--- src/rtl/cmsdk_mcu_systick_pkg.sv ---
// Shared constants for the SysTick APB timer.
//   - register byte offsets (decoded on PADDR[11:2])
//   - CSR bit positions
//   - counter width
package cmsdk_mcu_systick_pkg;

    localparam int CNT_W = 24;

    localparam int unsigned CSR_OFS   = 32'h000;
    localparam int unsigned RVR_OFS   = 32'h004;
    localparam int unsigned CVR_OFS   = 32'h008;
    localparam int unsigned CALIB_OFS = 32'h00C;

    localparam int CSR_ENABLE    = 0;
    localparam int CSR_TICKINT   = 1;
    localparam int CSR_CLKSOURCE = 2;
    localparam int CSR_COUNTFLAG = 16;

    typedef struct packed {
        logic csr;
        logic rvr;
        logic cvr;
        logic calib;
    } reg_hit_t;

endpackage

--- src/rtl/cmsdk_mcu_systick_apb_if.sv ---
// APB3 slave bus bundle for the SysTick timer.
//   PSEL/PENABLE/PWRITE/PADDR/PWDATA : requester -> timer
//   PRDATA/PREADY/PSLVERR            : timer -> requester
// PADDR carries the word address (byte address bits [ADDR_W-1:2]).
interface cmsdk_mcu_systick_apb_if #(
    parameter int ADDR_W = 12
);
    logic              PSEL;
    logic              PENABLE;
    logic              PWRITE;
    logic [ADDR_W-1:2] PADDR;
    logic [31:0]       PWDATA;
    logic [31:0]       PRDATA;
    logic              PREADY;
    logic              PSLVERR;

    modport master (
        output PSEL, PENABLE, PWRITE, PADDR, PWDATA,
        input  PRDATA, PREADY, PSLVERR
    );

    modport slave (
        input  PSEL, PENABLE, PWRITE, PADDR, PWDATA,
        output PRDATA, PREADY, PSLVERR
    );
endinterface

--- src/rtl/cmsdk_mcu_systick_refedge.sv ---
// Rising-edge detector for the divider's STCLKEN toggle level.
//   FCLK, SYSRESETn : clock, async active-low reset
//   STCLKEN         : toggle level, already in the FCLK domain
//   ref_tick        : one-cycle pulse on each 0->1 transition of STCLKEN
// No synchroniser: the divider runs on FCLK.
module cmsdk_mcu_systick_refedge (
    input  logic FCLK,
    input  logic SYSRESETn,
    input  logic STCLKEN,
    output logic ref_tick
);
    logic stclken_q;

    always_ff @(posedge FCLK or negedge SYSRESETn) begin
        if (!SYSRESETn) stclken_q <= 1'b0;
        else            stclken_q <= STCLKEN;
    end

    assign ref_tick = STCLKEN & ~stclken_q;
endmodule

--- src/rtl/cmsdk_mcu_systick_apb.sv ---
// SysTick-compatible 24-bit down-counter on APB.
//   FCLK, SYSRESETn : clock, async active-low reset
//   apb             : APB slave (CSR 0x0, RVR 0x4, CVR 0x8, CALIB 0xC)
//   STCLKEN         : reference toggle level from the divider
//   STCALIB         : {NOREF, SKEW, TENMS[23:0]}
//   TICKIRQ         : registered one-cycle pulse when CVR goes 1->0 with TICKINT
module cmsdk_mcu_systick_apb
    import cmsdk_mcu_systick_pkg::*;
#(
    parameter int ADDR_W = 12
) (
    input  logic                    FCLK,
    input  logic                    SYSRESETn,
    cmsdk_mcu_systick_apb_if.slave  apb,
    input  logic                    STCLKEN,
    input  logic [25:0]             STCALIB,
    output logic                    TICKIRQ
);
    logic             enable;
    logic             tickint;
    logic             clksrc_r;
    logic             countflag;
    logic [CNT_W-1:0] rvr;
    logic [CNT_W-1:0] cvr;

    logic             noref;
    logic             clksource;
    logic             ref_tick;
    logic             tick;
    logic             flag_set;
    logic             acc, wr, rd;
    reg_hit_t         hit;
    logic [31:0]      rdata;
    logic             unused_ok;

    cmsdk_mcu_systick_refedge u_refedge (
        .FCLK      (FCLK),
        .SYSRESETn (SYSRESETn),
        .STCLKEN   (STCLKEN),
        .ref_tick  (ref_tick)
    );

    // Without a reference clock the counter can only run from FCLK.
    assign noref     = STCALIB[25];
    assign clksource = noref | clksrc_r;

    assign acc = apb.PSEL & apb.PENABLE;
    assign wr  = acc & apb.PWRITE;
    assign rd  = acc & ~apb.PWRITE;

    assign hit.csr   = (apb.PADDR == (ADDR_W-2)'(CSR_OFS   >> 2));
    assign hit.rvr   = (apb.PADDR == (ADDR_W-2)'(RVR_OFS   >> 2));
    assign hit.cvr   = (apb.PADDR == (ADDR_W-2)'(CVR_OFS   >> 2));
    assign hit.calib = (apb.PADDR == (ADDR_W-2)'(CALIB_OFS >> 2));

    assign tick = enable & (clksource | ref_tick);

    // A CVR write in the same cycle suppresses the 1->0 event entirely.
    assign flag_set = tick & (cvr == CNT_W'(1)) & ~(wr & hit.cvr);

    always_ff @(posedge FCLK or negedge SYSRESETn) begin
        if (!SYSRESETn) begin
            enable    <= 1'b0;
            tickint   <= 1'b0;
            clksrc_r  <= 1'b0;
            countflag <= 1'b0;
            rvr       <= '0;
            cvr       <= '0;
            TICKIRQ   <= 1'b0;
        end else begin
            if (wr && hit.csr) begin
                enable  <= apb.PWDATA[CSR_ENABLE];
                tickint <= apb.PWDATA[CSR_TICKINT];
                if (!noref) clksrc_r <= apb.PWDATA[CSR_CLKSOURCE];
            end

            if (wr && hit.rvr) rvr <= apb.PWDATA[CNT_W-1:0];

            // Reload uses the pre-edge RVR, so a same-cycle RVR write lands next period.
            if (wr && hit.cvr)  cvr <= '0;
            else if (tick)      cvr <= (cvr == '0) ? rvr : cvr - 1'b1;

            // Set beats read-clear; CVR write beats both.
            if (wr && hit.cvr)         countflag <= 1'b0;
            else if (flag_set)         countflag <= 1'b1;
            else if (rd && hit.csr)    countflag <= 1'b0;

            TICKIRQ <= flag_set & tickint;
        end
    end

    always_comb begin
        rdata = '0;
        if (hit.csr) begin
            rdata[CSR_ENABLE]    = enable;
            rdata[CSR_TICKINT]   = tickint;
            rdata[CSR_CLKSOURCE] = clksource;
            rdata[CSR_COUNTFLAG] = countflag;
        end else if (hit.rvr) begin
            rdata[CNT_W-1:0] = rvr;
        end else if (hit.cvr) begin
            rdata[CNT_W-1:0] = cvr;
        end else if (hit.calib) begin
            rdata = {STCALIB[25], STCALIB[24], 6'b0, STCALIB[23:0]};
        end
    end

    assign apb.PRDATA  = rd ? rdata : 32'h0;
    assign apb.PREADY  = 1'b1;
    assign apb.PSLVERR = 1'b0;

    assign unused_ok = ^apb.PWDATA[31:CNT_W];
endmodule

--- src/flat_wrapper.sv ---
// flat-port wrapper written by rule: the top's interface ports become plain ports
module cmsdk_mcu_systick_apb_flat import cmsdk_mcu_systick_pkg::*;
#(
    parameter int ADDR_W = 12
)
  (FCLK, SYSRESETn, STCLKEN, STCALIB, TICKIRQ, apb_PSEL, apb_PENABLE, apb_PWRITE, apb_PADDR, apb_PWDATA, apb_PRDATA, apb_PREADY, apb_PSLVERR);
  cmsdk_mcu_systick_apb_if #(.ADDR_W(ADDR_W)) apb_i ();
  input  logic FCLK;
  input  logic SYSRESETn;
  input  logic STCLKEN;
  input  logic [25:0] STCALIB;
  output logic TICKIRQ;
  input wire logic [$bits(apb_i.PSEL)-1:0] apb_PSEL;
  input wire logic [$bits(apb_i.PENABLE)-1:0] apb_PENABLE;
  input wire logic [$bits(apb_i.PWRITE)-1:0] apb_PWRITE;
  input wire logic [$bits(apb_i.PADDR)-1:0] apb_PADDR;
  input wire logic [$bits(apb_i.PWDATA)-1:0] apb_PWDATA;
  output wire logic [$bits(apb_i.PRDATA)-1:0] apb_PRDATA;
  output wire logic [$bits(apb_i.PREADY)-1:0] apb_PREADY;
  output wire logic [$bits(apb_i.PSLVERR)-1:0] apb_PSLVERR;
  assign apb_i.PSEL = apb_PSEL;
  assign apb_i.PENABLE = apb_PENABLE;
  assign apb_i.PWRITE = apb_PWRITE;
  assign apb_i.PADDR = apb_PADDR;
  assign apb_i.PWDATA = apb_PWDATA;
  assign apb_PRDATA = apb_i.PRDATA;
  assign apb_PREADY = apb_i.PREADY;
  assign apb_PSLVERR = apb_i.PSLVERR;
  cmsdk_mcu_systick_apb #(.ADDR_W(ADDR_W)) u_core (.FCLK(FCLK), .SYSRESETn(SYSRESETn), .apb(apb_i), .STCLKEN(STCLKEN), .STCALIB(STCALIB), .TICKIRQ(TICKIRQ));
endmodule
--- config.mk ---
export PLATFORM = sky130hd
export DESIGN_NAME = cmsdk_mcu_systick_apb_flat
export DESIGN_NICKNAME = d
export VERILOG_FILES = /design/src/rtl/cmsdk_mcu_systick_pkg.sv /design/src/rtl/cmsdk_mcu_systick_apb_if.sv /design/src/rtl/cmsdk_mcu_systick_refedge.sv /design/src/rtl/cmsdk_mcu_systick_apb.sv /design/src/flat_wrapper.sv
export SDC_FILE = /design/constraint.sdc
export NUM_CORES = 1
export LEC_CHECK = 0
export BUFFER_PORTS_ARGS = -buffer_cell sky130_fd_sc_hd__buf_2
export CAP_MARGIN = 20
export CORE_ASPECT_RATIO = 0.8
export CORE_MARGIN = 4
export CORE_UTILIZATION = 40
export DETAILED_ROUTE_END_ITERATION = 10
export GPL_TIMING_DRIVEN = 0
export PLACE_DENSITY = 0.71
export SETUP_SLACK_MARGIN = 0.1
export SYNTH_ARGS = -nofsm -noshare
export SYNTH_HDL_FRONTEND = slang
export SYNTH_SLANG_ARGS = --single-unit
--- constraint.sdc ---
create_clock -name FCLK -period 6.3 [get_ports FCLK]
set_clock_uncertainty 0.2 [all_clocks]
set_input_delay 0 -clock FCLK [delete_from_list [all_inputs] [get_ports FCLK]]
set_output_delay 0 -clock FCLK [all_outputs]
set_load 0.01 [all_outputs]
* Word level (Yosys, flattened, before mapping)
Cells that the tools add are included.
** Word-level totals
- Flip-flop bits (word level) :: 54
- Bits in latches :: 0
- Bits in writable memories :: 0
- Memory bits (read-only) :: 0
- Input bits :: 74
- Output and inout bits :: 35
- Logic and storage cells :: 53
- Memories kept :: 0
** Operators by class
- Add/sub/neg operators :: 1
- $mul :: 0
- Div/mod/pow operators :: 0
- Magnitude comparators :: 0
- Eq/ne operators :: 4
- Shifts and indexed selects :: 0
- Muxes and demuxes :: 16
- Bitwise operators :: 15
- Reduce and logical (&&, ||, !) cells :: 9
** Operators by type and width (number)
- $mux 24 :: 5
- $mux 32 :: 2
- $eq 24x1->1 const B :: 1
- $logic_not 24->1 :: 1
- $sub 24x1->24 const B :: 1
- $eq 10x2->1 const B :: 2
- $mux 8 :: 2
- $mux 15 :: 1
- $mux 13 :: 1
- $eq 10x1->1 const B :: 1
- $logic_not 10->1 :: 1
- $and 1x1->1 :: 9
- $logic_and 1x1->1 :: 4
- $mux 1 :: 4
- $not 1->1 :: 4
- $mux 3 :: 1
- $reduce_bool 3->1 :: 1
- $or 1x1->1 :: 2
- $reduce_and 2->1 :: 1
- $reduce_bool 2->1 :: 1

* Longest topological paths before layout
Gate-level depths: netlist of the first run.
- Word-level depth :: 8
- Mapped depth :: 9
- Gate-level depth less buffers :: 7

* Cells and area by module
A second synthesis of the first run with hierarchy kept.
** Second synthesis, totals
- Cell total of the unflattened synthesis :: 451
- Area total of the unflattened synthesis :: 3614.7 um^2
** By module, submodules not included
- cmsdk_mcu_systick_apb :: instances 1, cells an instance 449, area an instance 3575.9 um^2, seq. area each 1326.3 um^2
- cmsdk_mcu_systick_refedge :: instances 1, cells an instance 2, area an instance 38.8 um^2, seq. area each 25.0 um^2

* Least setup slack after synthesis of the first run
No wires, ideal clock.
- Path kind :: reg2reg
- From :: reg u_core.cvr[0]
- To :: reg u_core.cvr[14]
- Library setup time :: 0.082 ns
- Data arrival time :: 2.111 ns
- Required time :: 6.018 ns
- Path slack :: 3.907 ns
- Cell stages (with the launch flop) :: 8
- Path buffers :: 0
- Clock period less this slack :: 2.393 ns
- Cells stage by stage :: dfrtp_1 inv_1 ha_1 nor4b_1 nand2_1 or3_1 or4_1 a31oi_1
** Between the ends
- Word-level cells in the longest chain between the ends :: 4
- Elaborated cells on any way between the ends :: 5
- Those cells by class :: 1 x add/sub; 3 x mux; 1 x reduce/logical
** Ends and longest elaborated chain
- from (decl) :: RTL line cmsdk_mcu_systick_apb.sv:24 : logic [CNT_W-1:0] cvr;
- from (signal assigned) :: RTL line cmsdk_mcu_systick_apb.sv:81 : else if (tick) cvr <= (cvr == '0) ? rvr : cvr - 1'b1;
- $sub 24x1->24 / $logic_not 24->1 (equally long branches) :: RTL line cmsdk_mcu_systick_apb.sv:81
- $mux 24 * (2 in series) :: RTL line cmsdk_mcu_systick_apb.sv:81
- $mux 24 * :: RTL line cmsdk_mcu_systick_apb.sv:80 : if (wr && hit.cvr) cvr <= '0;
Mark *: on every way between the ends. The rest lies on a longest branch, timed or not. The select of a mux whose other input is x is not followed.
A chain may end at the register's enable or synchronous reset.

* Worst setup path in the final report of the first run
Same ends and word-level chain as after synthesis.

==> results.json, run 1 <==
{
  "status": "complete, no violations",
  "final_nets": 622,
  "worst_setup_path_start_kind": "register",
  "cts_sinks": 54,
  "rows": 30,
  "seq_area_frac_synth": 0.373,
  "initialDrtViolationCount": 276,
  "yosysWarnings": 0,
  "vdd_ir_drop_max_mv": 0.115,
  "grtUsageTotal": 0.225,
  "postCtsHoldBufs": 29,
  "grt_pass1_wl_um": 19200,
  "worstSkewPairLatency_ns": 0.30,
  "cts_resized": 0,
  "hold_viol": 0,
  "routed_wl_um": 11900,
  "dieArea_sq_mm": 0.0106,
  "arrival_ns": 2.92,
  "clkPwrFrac": 0.368,
  "grt_pass1_vias": 3738,
  "antenna_found_initial": 0,
  "grt_max_degree": 33,
  "p_sw_uw": 212,
  "worstPathRequired_ns": 6.31,
  "synth-edff-count": 0,
  "postCtsSetupBuffers": 0,
  "critPathMaxFanout": 8,
  "clockBufferDepth": 2,
  "p_int_uw": 572,
  "via_per_inst": 5.83,
  "firstDrtPassIters": 6,
  "cts-root-buf": "clkbuf_16",
  "cts_max_level": 2,
  "syn_area_per_cell_sq_um": 8.83,
  "port_buffers": 92,
  "synthArstFlopShare": 1.00,
  "final_common_cell": "buf_2",
  "synth_cell_types": 56,
  "n_antenna_cell": 0,
  "finalPower_uw": 784,
  "cts_tree": "built",
  "powerDensity_mw_per_mm2": 167,
  "p_comb_frac": 0.175,
  "rsz0062_at_grt": "no",
  "relSlewSlack": 0.438,
  "end_kind": "register",
  "path_clk_slew_ns": 0.07,
  "synth-seq-cells": 54,
  "gp_congestion": 0.903,
  "place_hpwl_um": 8770,
  "final_util": 0.545,
  "start_util": 0.419,
  "tns_ns": 0,
  "core_sq_mm": 0.00863,
  "switching_share": 0.270,
  "slowest_delay_ns": 0.45,
  "cts_made_buffers": 5,
  "min_period_ns": 2.91,
  "yosys_most_used_dff": "dfrtp_1",
  "worstHoldPathType": "input pin to asynchronous set/reset pin",
  "drc_errors": 0,
  "drt-wirelength-per-cell_um": 18.1,
  "worst_pin_slew_ns": 0.840,
  "pwr-share-seq": 0.457,
  "die_h_um": 93.1,
  "grt_overflow_total": 0,
  "slowest_stage": "dfrtp_1",
  "finalCritPeriodShare": 0.462,
  "vias": 3835,
  "n_fill_cell": 830,
  "max_cap_violations": 0,
  "antenna_left": 0,
  "leakage_nw": 2.17,
  "io_pins": 109,
  "crit_type": "register to register",
  "area_delta_synth_final_pct": 29.9,
  "die_w_um": 114,
  "setup_violations": 0,
  "drive_gt1_frac": 0.275,
  "synth_cells": 410,
  "worstPathCellList": "inv_1 -> ha_1 -> nor4b_1 -> nand2_1 -> or3_1 -> or4_1 -> a31oi_1",
  "slew_violations": 0,
  "final_cell_mix": "96 x buf_2, 54 x dfrtp_1, 34 x nor2_1",
  "fmax_mhz": 344,
  "synth_area_sq_mm": 0.00362
}
-- routing by layer --
layer / wire [um] / GRT usage
met1: 5700 / 0.332
met2: 5010 / 0.346
met3: 1030 / 0.0369
met4: 196 / 0.0495
met5: 0 / 0
-- registers in the layout, summed over array words and instances, names as in the netlist --
signal / count
u_core.tickint: 1
u_core.TICKIRQ: 1
u_core.clksrc_r: 1
u_core.enable: 1
u_core.countflag: 1
u_core.cvr: 24
u_core.u_refedge.stclken_q: 1
u_core.rvr: 24
-- cell usage after synthesis (all sizes together), types with 5 or more instances --
| library cell | instances | area share |
|---|---|---|
| dfrtp | 54 | 0.37 |
| nor2 | 34 | 0.035 |
| nor3 | 33 | 0.046 |
| mux2 | 29 | 0.090 |
| clkbuf | 23 | 0.024 |
| nand2b | 23 | 0.040 |
| nand2 | 22 | 0.023 |
| a22oi | 20 | 0.041 |
| buf | 15 | 0.029 |
| o21ai | 14 | 0.019 |
| a21oi | 13 | 0.018 |
| nand3 | 13 | 0.018 |
| or4 | 11 | 0.023 |
| inv | 9 | 0.0093 |
| a31oi | 8 | 0.014 |
| o31ai | 8 | 0.017 |
| nor4 | 7 | 0.019 |
| o22ai | 5 | 0.0086 |
-- area by class of cell --
type                    count  area (sq um)  area share
multi-input cells         315          2060       0.439
flip-flops and latches     54          1350       0.287
repair buffers            122           771       0.164
plain buffers              38           194      0.0412
clock buffers               7           143      0.0303
well taps                 112           140      0.0298
inverters                   9          33.8     0.00718
clock inverters             1          5.00     0.00106
-- through the flow --
step	setup slack, ns	cells	cell area, sq um	hold slack [ns]
3_3_place_gp	3.40	620	4240	-0.0777
3_5_place_dp	3.38	621	4260	-0.173
5_1_grt	3.19	658	4700	0.102
6_report	3.39	658	4700	0.0451
2_1_floorplan	3.91	416	3640	-0.496
4_1_cts	3.35	658	4700	0.0471
-- kinds of logic (layout without fill, tap and decap cells) --
logic type               count (synthesis)  in the layout  share of synthesized area
AO/OA/AOI/OAI                           98             98                      0.191
buffers and inverters                   47            177                     0.0629
multiplexers                            32             32                     0.0985
other                                    2              8                    0.00207
AND/OR/NAND/NOR                        174            174                      0.262
adder cells (fa/ha/maj)                  3              3                     0.0104
flip-flops                              54             54                      0.373
-- path summary, 6_finish.rpt --
check	from	endpoint	slack, ns	cells past startpoint
worst max-delay path	u_core.cvr[0]	u_core.cvr[14]	3.39	7
worst min-delay path	SYSRESETn	u_core.clksrc_r	0.05	2
worst max register to register	u_core.cvr[0]	u_core.cvr[14]	3.39	7
worst min register to register	u_core.tickint	u_core.TICKIRQ	0.33	1
max in group asynchronous	SYSRESETn	u_core.cvr[17]	5.27	3
min in group FCLK	apb_PADDR[1]	u_core.tickint	0.08	4
-- critical path: cells and delay by family, from the launching register on --
kind,cells,cell delay (ns)
buf+inv,1,0.14
simple gates,4,1.57
flops,1,0.45
fa+ha+maj,1,0.26
compound gates,1,0.20
-- power groups by stage --
stage / Clock [mW] / Sequential (mW) / Combinational (mW)
finish: 0.288 / 0.359 / 0.137
global route: 0.306 / 0.360 / 0.151
CTS: 0.291 / 0.358 / 0.136
detailed placement: 0 / 0.365 / 0.122
global placement: 0 / 0.365 / 0.119
floorplan: 0 / 0.363 / 0.0715
(Power assumes the default switching activity.)
==> inputs of run 2 (changes only) <==
==> constraint.sdc (replaced) <==
create_clock -name FCLK -period 2.7 [get_ports FCLK]
set_clock_uncertainty 0.2 [all_clocks]
set_input_delay 0 -clock FCLK [delete_from_list [all_inputs] [get_ports FCLK]]
set_output_delay 0 -clock FCLK [all_outputs]
set_load 0.01 [all_outputs]
==> run 2 against run 1 <==
Compared with the run above: count of clock-buffer cells in the layout unchanged; sequential power increased by 130%; critical path depth is 1 lower; maximum frequency grew 15%; worst setup slack worse by 3.2 ns; power is 140% higher; non-clock buffer count increased by 7; design area is 3.2% higher; routed wire length rose by 0.70%; largest cell class unchanged; largest power group unchanged; highest routed layer unchanged.
==> results.json, run 2 (same netlist as run 1, synthesis figures left out) <==
{
  "leakage_nw": 2.23,
  "powerDensity_mw_per_mm2": 387,
  "crit_buf_inv": 1,
  "worst_setup_path_start_kind": "register",
  "via_per_inst": 5.86,
  "cts-root-buf": "clkbuf_16",
  "worstSkewPairLatency_ns": 0.30,
  "reg2reg_slack_ns": 0.16,
  "fmax_mhz": 393,
  "dieArea_sq_mm": 0.0106,
  "path_depth": 6,
  "post-place-ws_ns": -0.216,
  "core_sq_mm": 0.00863,
  "cts_max_level": 2,
  "relSlewSlack": 0.580,
  "end_kind": "register",
  "arrival_ns": 2.52,
  "setup.worst_path.end": "u_core.cvr[21]",
  "drc_errors": 0,
  "grt_pass1_vias": 3776,
  "worst_pin_slew_ns": 0.630,
  "min_period_ns": 2.54,
  "place_hpwl_um": 8770,
  "worstHoldPathType": "input pin to asynchronous set/reset pin",
  "whs_ns": 0.0486,
  "status": "complete, no violations",
  "finalWorstSetupSlack_ns": 0.158,
  "die_h_um": 93.1,
  "slowest_stage": "or4_1",
  "drive_gt1_frac": 0.306,
  "largestRegisters": "u_core.cvr (24), u_core.rvr (24)",
  "final_nets": 629,
  "routed_wl_um": 12000,
  "grt_max_degree": 33,
  "clockBufferDepth": 2,
  "io_pins": 109,
  "cts_made_buffers": 5,
  "finalCritPeriodShare": 0.942,
  "slew_violations": 0,
  "grtUsageTotal": 0.226,
  "drt-wirelength-per-cell_um": 18.1,
  "critPathMaxFanout": 10,
  "firstDrtPassIters": 5,
  "initialDrtViolationCount": 304,
  "die_w_um": 114,
  "start_util": 0.419,
  "cp-startpoint": "u_core.cvr[5]",
  "crit_family": "simple AND/OR/NAND/NOR gates",
  "vias": 3900,
  "vdd_ir_drop_max_mv": 0.268,
  "reg2reg_depth": 6,
  "rsz0062_at_grt": "yes",
  "antenna_left": 0,
  "port_buffers": 92,
  "gp_congestion": 0.903,
  "r2r-end": "u_core.cvr[21]",
  "grt_overflow_total": 0,
  "worstPathRequired_ns": 2.68,
  "worstPathCellList": "or4_1 -> or3_1 -> buf_2 -> nor3_2 -> o21ai_0 -> a32o_1",
  "hold_viol": 0,
  "slowest_delay_ns": 0.54,
  "cts_sinks": 54,
  "cts_tree": "built",
  "antenna_found_initial": 0,
  "setup_violations": 0,
  "r2r-start": "u_core.cvr[5]",
  "area_delta_synth_final_pct": 34.1,
  "final_cell_mix": "96 x buf_2, 53 x dfrtp_1, 32 x nor2_1",
  "max_cap_violations": 0,
  "final_common_cell": "buf_2",
  "crit_type": "register to register",
  "path_clk_slew_ns": 0.07,
  "n_antenna_cell": 0,
  "grt_pass1_wl_um": 19300,
  "rows": 30
}
-- run 2: cell types whose count changed in the layout (fill, tap and decap cells not counted), sizes merged --
cell and delta:
clkbuf -1, buf +8
-- run 2: final cells by class --
class	instances	area, sq um
fill	803	3780
multi-input combinational	315	2160
sequential	54	1350
timing repair buffer	129	823
buffer	38	198
clock buffer	7	143
tap	112	140
inverter	9	33.8
clock inverter	1	5.00
-- run 2: where the power goes --
part,total (mW),internal [mW],leakage (nW),switching (mW)
Combinational,0.365,0.177,1.43,0.188
Sequential,0.839,0.820,0.729,0.0191
Clock,0.674,0.369,0.0739,0.305
Total,1.88,1.37,2.23,0.512
-- run 2: how the worst min path moves through the flow --
stage | from | slack (ns) | end | cells past startpoint
global placement | STCLKEN | -0.08 | u_core.u_refedge.stclken_q | 1
detailed placement | SYSRESETn | -0.17 | u_core.clksrc_r | 1
global route | apb_PADDR[1] | 0.1 | u_core.tickint | 4
finish | SYSRESETn | 0.05 | u_core.clksrc_r | 2
floorplan | SYSRESETn | -0.50 | u_core.TICKIRQ | 0
CTS | apb_PADDR[1] | 0.05 | u_core.tickint | 4
-- run 2: what timing repair did --
item | 4_1_cts | 5_1_grt
gates resized for setup | 9 | 13
endpoints found under the hold margin | 83 | 0
setup buffers | 3 | 4
hold buffers | 29 | 0
setup endpoints to repair | 21 | 24
-- run 2: stage by stage --
stage	instances	utilization	cell area, sq um	setup TNS [ns]	total power, mW
floorplan	416	-	3640	0	1.01
global placement	620	0.492	4240	-0.332	1.13
detailed placement	621	0.494	4260	-0.372	1.14
CTS	661	0.551	4760	0	1.84
global route	665	0.562	4850	0	1.95
finish	665	0.562	4850	0	1.88
-- run 2: routing by layer --
metal | part of all wire | global-route usage
met1 | 0.47 | 0.333
met2 | 0.43 | 0.349
met5 | 0 | 0
met3 | 0.088 | 0.0356
met4 | 0.0096 | 0.0524
